## src/rtl/uart_tx_arbiter.sv

```systemverilog
// Round-robin arbiter sharing one uart_tx byte channel among N_REQ requesters.
// A grant is held for a whole message, released on an accepted last byte or an idle timeout.
module uart_tx_arbiter #(
  parameter int unsigned N_REQ        = 4,
  parameter int unsigned IDLE_TIMEOUT = 1024
) (
  input  logic               clk,
  input  logic               rst_n,
  input  logic [N_REQ-1:0]   req_valid,
  input  logic [8*N_REQ-1:0] req_data,
  input  logic [N_REQ-1:0]   req_last,
  output logic [N_REQ-1:0]   req_ready,
  output logic [7:0]         tx_data,
  output logic               tx_data_valid,
  input  logic               tx_data_ready,
  output logic [N_REQ-1:0]   grant,
  output logic               busy,
  output logic               timeout_err
);

  localparam int unsigned IDXW = (N_REQ > 1) ? $clog2(N_REQ) : 1;
  localparam int unsigned CNTW = (IDLE_TIMEOUT > 0) ? $clog2(IDLE_TIMEOUT + 1) : 1;
  // Release decision is taken one cycle early so grant clears exactly IDLE_TIMEOUT cycles after valid drops.
  localparam logic [CNTW-1:0] TO_LAST = (IDLE_TIMEOUT > 0) ? CNTW'(IDLE_TIMEOUT - 1) : '0;

  typedef enum logic {
    S_IDLE,
    S_BUSY
  } state_e;

  state_e            state_q, state_d;
  logic [IDXW-1:0]   rr_q, rr_d;
  logic [IDXW-1:0]   owner_q, owner_d;
  logic [N_REQ-1:0]  grant_q, grant_d;
  logic [CNTW-1:0]   cnt_q, cnt_d;
  logic [7:0]        txd_q, txd_d;
  logic              txv_q, txv_d;
  logic              terr_q, terr_d;

  logic              can_load;
  logic              own_valid;
  logic              load;
  logic              found;
  logic [IDXW-1:0]   win;
  logic [IDXW-1:0]   cand;
  logic [IDXW-1:0]   rr_next;
  int unsigned       idx;

  assign can_load  = !txv_q || tx_data_ready;
  assign own_valid = req_valid[owner_q];
  assign load      = (state_q == S_BUSY) && own_valid && can_load;
  assign rr_next   = (owner_q == IDXW'(N_REQ - 1)) ? '0 : owner_q + IDXW'(1);

  always_comb begin
    found = 1'b0;
    win   = '0;
    idx   = 0;
    cand  = '0;
    for (int unsigned i = 0; i < N_REQ; i++) begin
      idx  = (32'(rr_q) + i) % N_REQ;
      cand = idx[IDXW-1:0];
      if (!found && req_valid[cand]) begin
        found = 1'b1;
        win   = cand;
      end
    end
  end

  always_comb begin
    state_d = state_q;
    rr_d    = rr_q;
    owner_d = owner_q;
    grant_d = grant_q;
    cnt_d   = cnt_q;
    txd_d   = txd_q;
    txv_d   = txv_q;
    terr_d  = 1'b0;

    if (load) begin
      txd_d = req_data[{owner_q, 3'b000} +: 8];
      txv_d = 1'b1;
    end else if (txv_q && tx_data_ready) begin
      txv_d = 1'b0;
    end

    case (state_q)
      S_IDLE: begin
        cnt_d = '0;
        if (found) begin
          state_d      = S_BUSY;
          owner_d      = win;
          grant_d      = '0;
          grant_d[win] = 1'b1;
        end
      end
      S_BUSY: begin
        if (load && req_last[owner_q]) begin
          state_d = S_IDLE;
          grant_d = '0;
          rr_d    = rr_next;
          cnt_d   = '0;
        end else if (own_valid) begin
          cnt_d = '0;
        end else if (IDLE_TIMEOUT != 0) begin
          if (cnt_q == TO_LAST) begin
            state_d = S_IDLE;
            grant_d = '0;
            rr_d    = rr_next;
            cnt_d   = '0;
            terr_d  = 1'b1;
          end else begin
            cnt_d = cnt_q + CNTW'(1);
          end
        end
      end
      default: state_d = S_IDLE;
    endcase
  end

  always_ff @(posedge clk or negedge rst_n) begin
    if (!rst_n) begin
      state_q <= S_IDLE;
      rr_q    <= '0;
      owner_q <= '0;
      grant_q <= '0;
      cnt_q   <= '0;
      txd_q   <= '0;
      txv_q   <= 1'b0;
      terr_q  <= 1'b0;
    end else begin
      state_q <= state_d;
      rr_q    <= rr_d;
      owner_q <= owner_d;
      grant_q <= grant_d;
      cnt_q   <= cnt_d;
      txd_q   <= txd_d;
      txv_q   <= txv_d;
      terr_q  <= terr_d;
    end
  end

  assign req_ready     = ((state_q == S_BUSY) && can_load) ? grant_q : '0;
  assign tx_data       = txd_q;
  assign tx_data_valid = txv_q;
  assign grant         = grant_q;
  assign busy          = (state_q == S_BUSY);
  assign timeout_err   = terr_q;

endmodule

```

## config.mk

```make
export PLATFORM = sky130hd
export DESIGN_NAME = uart_tx_arbiter
export DESIGN_NICKNAME = d
export VERILOG_FILES = /design/src/rtl/uart_tx_arbiter.sv
export SDC_FILE = /design/constraint.sdc
export NUM_CORES = 1
export LEC_CHECK = 0
export ABC_CLOCK_PERIOD_IN_PS = 2000
export BUFFER_PORTS_ARGS = -buffer_cell sky130_fd_sc_hd__buf_2
export CAP_MARGIN = 20
export CORE_MARGIN = 4
export CORE_UTILIZATION = 35
export CTS_CLUSTER_DIAMETER = 60
export DETAILED_ROUTE_END_ITERATION = 10
export HOLD_SLACK_MARGIN = 0.02
export PLACE_DENSITY_LB_ADDON = 0.1
export SLEW_MARGIN = 5
export SYNTH_ARGS = -nofsm -noshare
export SYNTH_HDL_FRONTEND = slang
export SYNTH_SLANG_ARGS = --single-unit
```

## constraint.sdc

```tcl
create_clock -name clk -period 2 [get_ports clk]
set_input_delay 0.1 -clock clk [delete_from_list [all_inputs] [get_ports clk]]
set_output_delay 0.1 -clock clk [all_outputs]
set_load 0.02 [all_outputs]
```

**After elaboration in Yosys (flattened, before gate mapping)**

Index checks and enable logic that the tools add are counted.

- Logic and storage cells: 94
- Register bits after elaboration: 30
- Input bits: 43

- Reduce and logical (&&, ||, !) cells: 19
- $lt $le $gt $ge: 7
- Mux-type cells: 47
- $add $sub $neg: 5
- Shifts and indexed selects: 1
- Bitwise operators: 1
- Equality and inequality tests: 6

Operators by type and width:

| kind | count |
|---|---|
| $mux 11 | 3 |
| $shiftx 32x6->8 | 1 |
| $pmux 11 s2 | 1 |
| $mux 1 | 21 |
| $mux 4 | 5 |
| $lt 2x3->1 const B | 6 |
| $mux 2 | 8 |
| $bmux 1 s2 | 6 |
| $add 11x1->11 const B | 1 |
| $eq 11x10->1 const B | 1 |
| $logic_and 1x1->1 | 9 |
| $pmux 4 s2 | 1 |
| $reduce_and 3->1 | 2 |
| $add 2x1->2 const B | 2 |
| $add 2x2->2 const B | 2 |
| $logic_not 1->1 | 4 |
| $reduce_bool 2->1 | 2 |
| $ne 3x1->1 const B | 1 |
| $ne 3x2->1 const B | 1 |
| $demux 1 s2 | 1 |
| $eq 2x2->1 const B | 1 |
| $ge 2x1->1 const B | 1 |
| $ne 2x1->1 const B | 1 |
| $ne 2x2->1 const B | 1 |
| 4 further kinds | 4 |

**Logic depth before layout (Yosys ltp)**

- Depth in word-level cells: 18
- Mapped depth: 7

**Worst setup path after synthesis**

Ideal clock, no wire load.

- Path kind: reg-to-reg
- From: register cnt_q[0]
- To: register rr_q[0]
- Path slack: 363 ps
- Arrival time: 1512 ps
- Cell stages (with the launch flop): 7
- Buffers on the path: 0
- Cells stage by stage: dfrtp_1 ha_1 nand4_1 nor2_1 nand4_1 o21ai_2 mux2_4

- Cells in the longest elaborated chain, start to end: 3

RTL lines:

| what | line | RTL |
|---|---|---|
| start, declared | 35 | `logic [CNTW-1:0] cnt_q, cnt_d;` |
| start signal, assigned | 135 | `cnt_q <= cnt_d;` |
| $eq 11x10->1 | 105 | `if (cnt_q == TO_LAST) begin` |
| $reduce_bool 2->1 (no source line) | -- |  |
| $reduce_and 3->1 (no source line) | -- |  |
| end signal, assigned | 132 | `rr_q <= rr_d;` |
| end, declared | 32 | `logic [IDXW-1:0] rr_q, rr_d;` |

No other way between the ends.
A chain may end at the register's enable or synchronous reset.

**Final worst setup path**

Ends and elaborated chain as after synthesis.

==> qor.txt <==
Status: complete, no violations
GPL Wtd Cong: 0.769
Worst Hold Class: primary input to flip-flop
H-tree depth: 2
Element type at the critical path start: flip-flop
CP Class: flip-flop to flip-flop
Initial DRC count: 56
DRT Pass-1 Iters: 4
Post-synthesis register bit count: 30
Syn Nets: 182
Most common cell after layout, fill and taps aside: buf_2
DRC: 0
Yosys top cell by area: dfrtp_1
Setup violations, final: 0
Die height: 76.5 um
Critical-path maximum fanout: 4
CP arrival: 1.96 ns
VDD IR-drop max: 0.565 mV
Register area share after synthesis: 45.7%
Minimum clock period: 1.80 ns
Met1 usage: 17.8%
RSZ-0062 raised after global routing: false
Internal: 0.00175 W
Ys Warns: 0
Final critical-path share of the clock period: 90.2%
Port Buffers: 61
Via count: 1337
LEAKAGE: 1.01 nW
Fmax: 554 MHz
Yosys top cell area share: 45.7%
Largest net degree at the start of global routing: 31
Synth cell types: 39
Vias in the first global route: 1429
Synth area leaders: dfrtp_1 46%, mux4_2 12%, mux2_2 5.5%, nor2_1 3.7%, xnor2_1 2.1%
Tot GR Track Use: 13.8%
CP endpoint kind: flip-flop
Vias per cell: 5.20
Post-DP HPWL: 3070 um
Slew Limit Fails: 0
Pre-CTS setup slack: 0.173 ns
Sw frac: 38.6%
Fin. Hold Viols: 0
Most frequent cells in the layout: 61 x buf_2, 30 x dfrtp_1, 16 x nor2_1
Clock buffer depth: 2
Sw Pwr: 0.00110 W
Fraction of layout cells with a size suffix above 1: 47.3%
Diode count: 0
Number of routed nets with antenna violations: 0
PwrDens: 1340 nW/um^2
Req. time, crit path: 2.16 ns
Reg clk slew, reported paths: 0.06 ns
Site Rows: 24
Initial core utilization: 37.0%
Root Driver: clkbuf_8
Slew @ Worst Pin: 0.670 ns
Routed wire length: 3860 um
Clk pwr share: 16.7%
GR Overflow Total: 0
M2 GR Usage: 21.9%
Met3 Use GR: 5.44%
Core footprint: 4440 um^2
Mapped Cells: 137
Worst setup slack after layout: 0.195 ns
Post-synthesis cell area: 1640 um^2
WHS: 0.274 ns
Total CTS buffers: 5
Area delta synth->final: 29.0%
Nets: 251
Clock sink count: 30
IO Count: 62
CTS tree: done
Max transition margin: 55.3%
Setup TNS: 0 ns
Initial antenna violation count: 0
Die X: 76.5 um
Overall power: 0.00284 W
Max-cap viol count: 0
Clock Latency Late Sink: 0.27 ns
Average routed wire per standard cell: 15.0 um
Sequential Power Share: 33.8%
Global-route wire length before repair: 6570 um
Die area: 5860 um^2
Clock Skew: 0.00406 ns
Comb power frac: 49.5%
Layer with the highest usage: met2
Mean cell area of the mapped netlist: 12.0 um^2
[cell families (layout without fill, tap and decap cells)]
logic type | after synthesis | after routing | synth area share [%]
buffers and inverters | 7 | 75 | 1.90
DFF | 30 | 30 | 45.7
muxes | 22 | 22 | 21.5
AOI/OAI and AO/OA | 17 | 17 | 8.83
and+or+nand+nor | 51 | 51 | 16.4
adders and majority gates | 2 | 2 | 1.52
xor gates and xnor gates | 8 | 8 | 4.26
[metal layers]
layer / up-vias / share of wire [%]
li1: 638 / -
met1: 654 / 44
met2: 41 / 48
met3: 4 / 6.6
met4: 0 / 0.91
met5: - / 0
[worst paths after layout]
path | startpoint | endpoint | slack [ns] | cells after the start
setup / recovery | cnt_q[0] | rr_q[0] | 0.20 | 6
hold / removal | req_data[27] | tx_data[3] | 0.27 | 3
setup reg to reg | cnt_q[0] | rr_q[0] | 0.20 | 6
hold reg to reg | cnt_q[0] | cnt_q[0] | 0.47 | 1
max in group asynchronous | rst_n | tx_data[2] | 1.16 | 2
min in group asynchronous | rst_n | cnt_q[6] | 0.41 | 2
[per-stage QoR]
stage	utilization (%)	instance area [um^2]	cells
detailed placement	45.6	2030	250
CTS	47.7	2120	257
floorplan	-	1640	137
finish	47.7	2120	257
global route	47.7	2120	257
global placement	45.6	2030	250
[what timing repair did]
action / in CTS / in global routing
setup buffers: 0 / 0
endpoints found under the hold margin: 30 / 0
setup endpoints to repair: 0 / 0
gates resized for setup: 0 / 0
hold buffers: 1 / 0
[cells in the mapped netlist]
library cell  instances
o21ai_0               2
buf_2                 4
mux2i_1               3
o22ai_2               1
a221o_1               1
mux2_4                2
nor4_2                1
nand2_1               8
o2bb2ai_1             2
a21oi_1               1
nand2b_1              5
a21o_1                1
nand3_2               1
dfrtp_1              30
and3b_1               2
mux4_2                9
nor3_1                2
inv_1                 2
and3_1                4
mux2_2                8
or2_2                 1
a22o_1                1
o31a_1                1
clkbuf_1              1
a31oi_2               1
a32o_1                1
ha_1                  2
o22a_1                1
o21ai_2               1
nor2_1               16
a32oi_1               1
a31o_1                1
nand3_1               3
o31ai_1               1
nand4_1               3
xnor2_1               4
xor2_1                4
nor2b_1               4
nor3b_1               1
[final cells by class]
class / count / area, um^2
Fill cell: 433 / 2320
Clock buffer: 6 / 82.6
Sequential cell: 30 / 751
Tap cell: 52 / 65.1
Inverter: 2 / 7.51
Timing Repair Buffer: 67 / 353
Multi-Input combinational cell: 100 / 862
[sequential cells by signal (all words and copies together), names as in the netlist]
register / flops
grant: 4
rr_q: 2
tx_data_valid: 1
cnt_q: 11
timeout_err: 1
owner_q: 2
busy: 1
tx_data: 8
[worst max-delay path: stages, from the launching register on]
cell and delay, ns:
dfrtp_1 0.37, ha_1 0.23, nand4_1 0.13, nor2_1 0.18
nand4_1 0.21, o21ai_2 0.26, mux2_4 0.32
[power by group through the flow]
stage	registers (W)	clock network, W	logic [W]
6_report	0.000961	0.000475	0.00141
5_1_grt	0.000991	0.000506	0.00154
4_1_cts	0.000961	0.000491	0.00143
3_5_place_dp	0.000967	0	0.00143
3_3_place_gp	0.000962	0	0.00140
2_1_floorplan	0.00109	0	0.000871
Note: power is estimated with default switching activity, not from simulation.
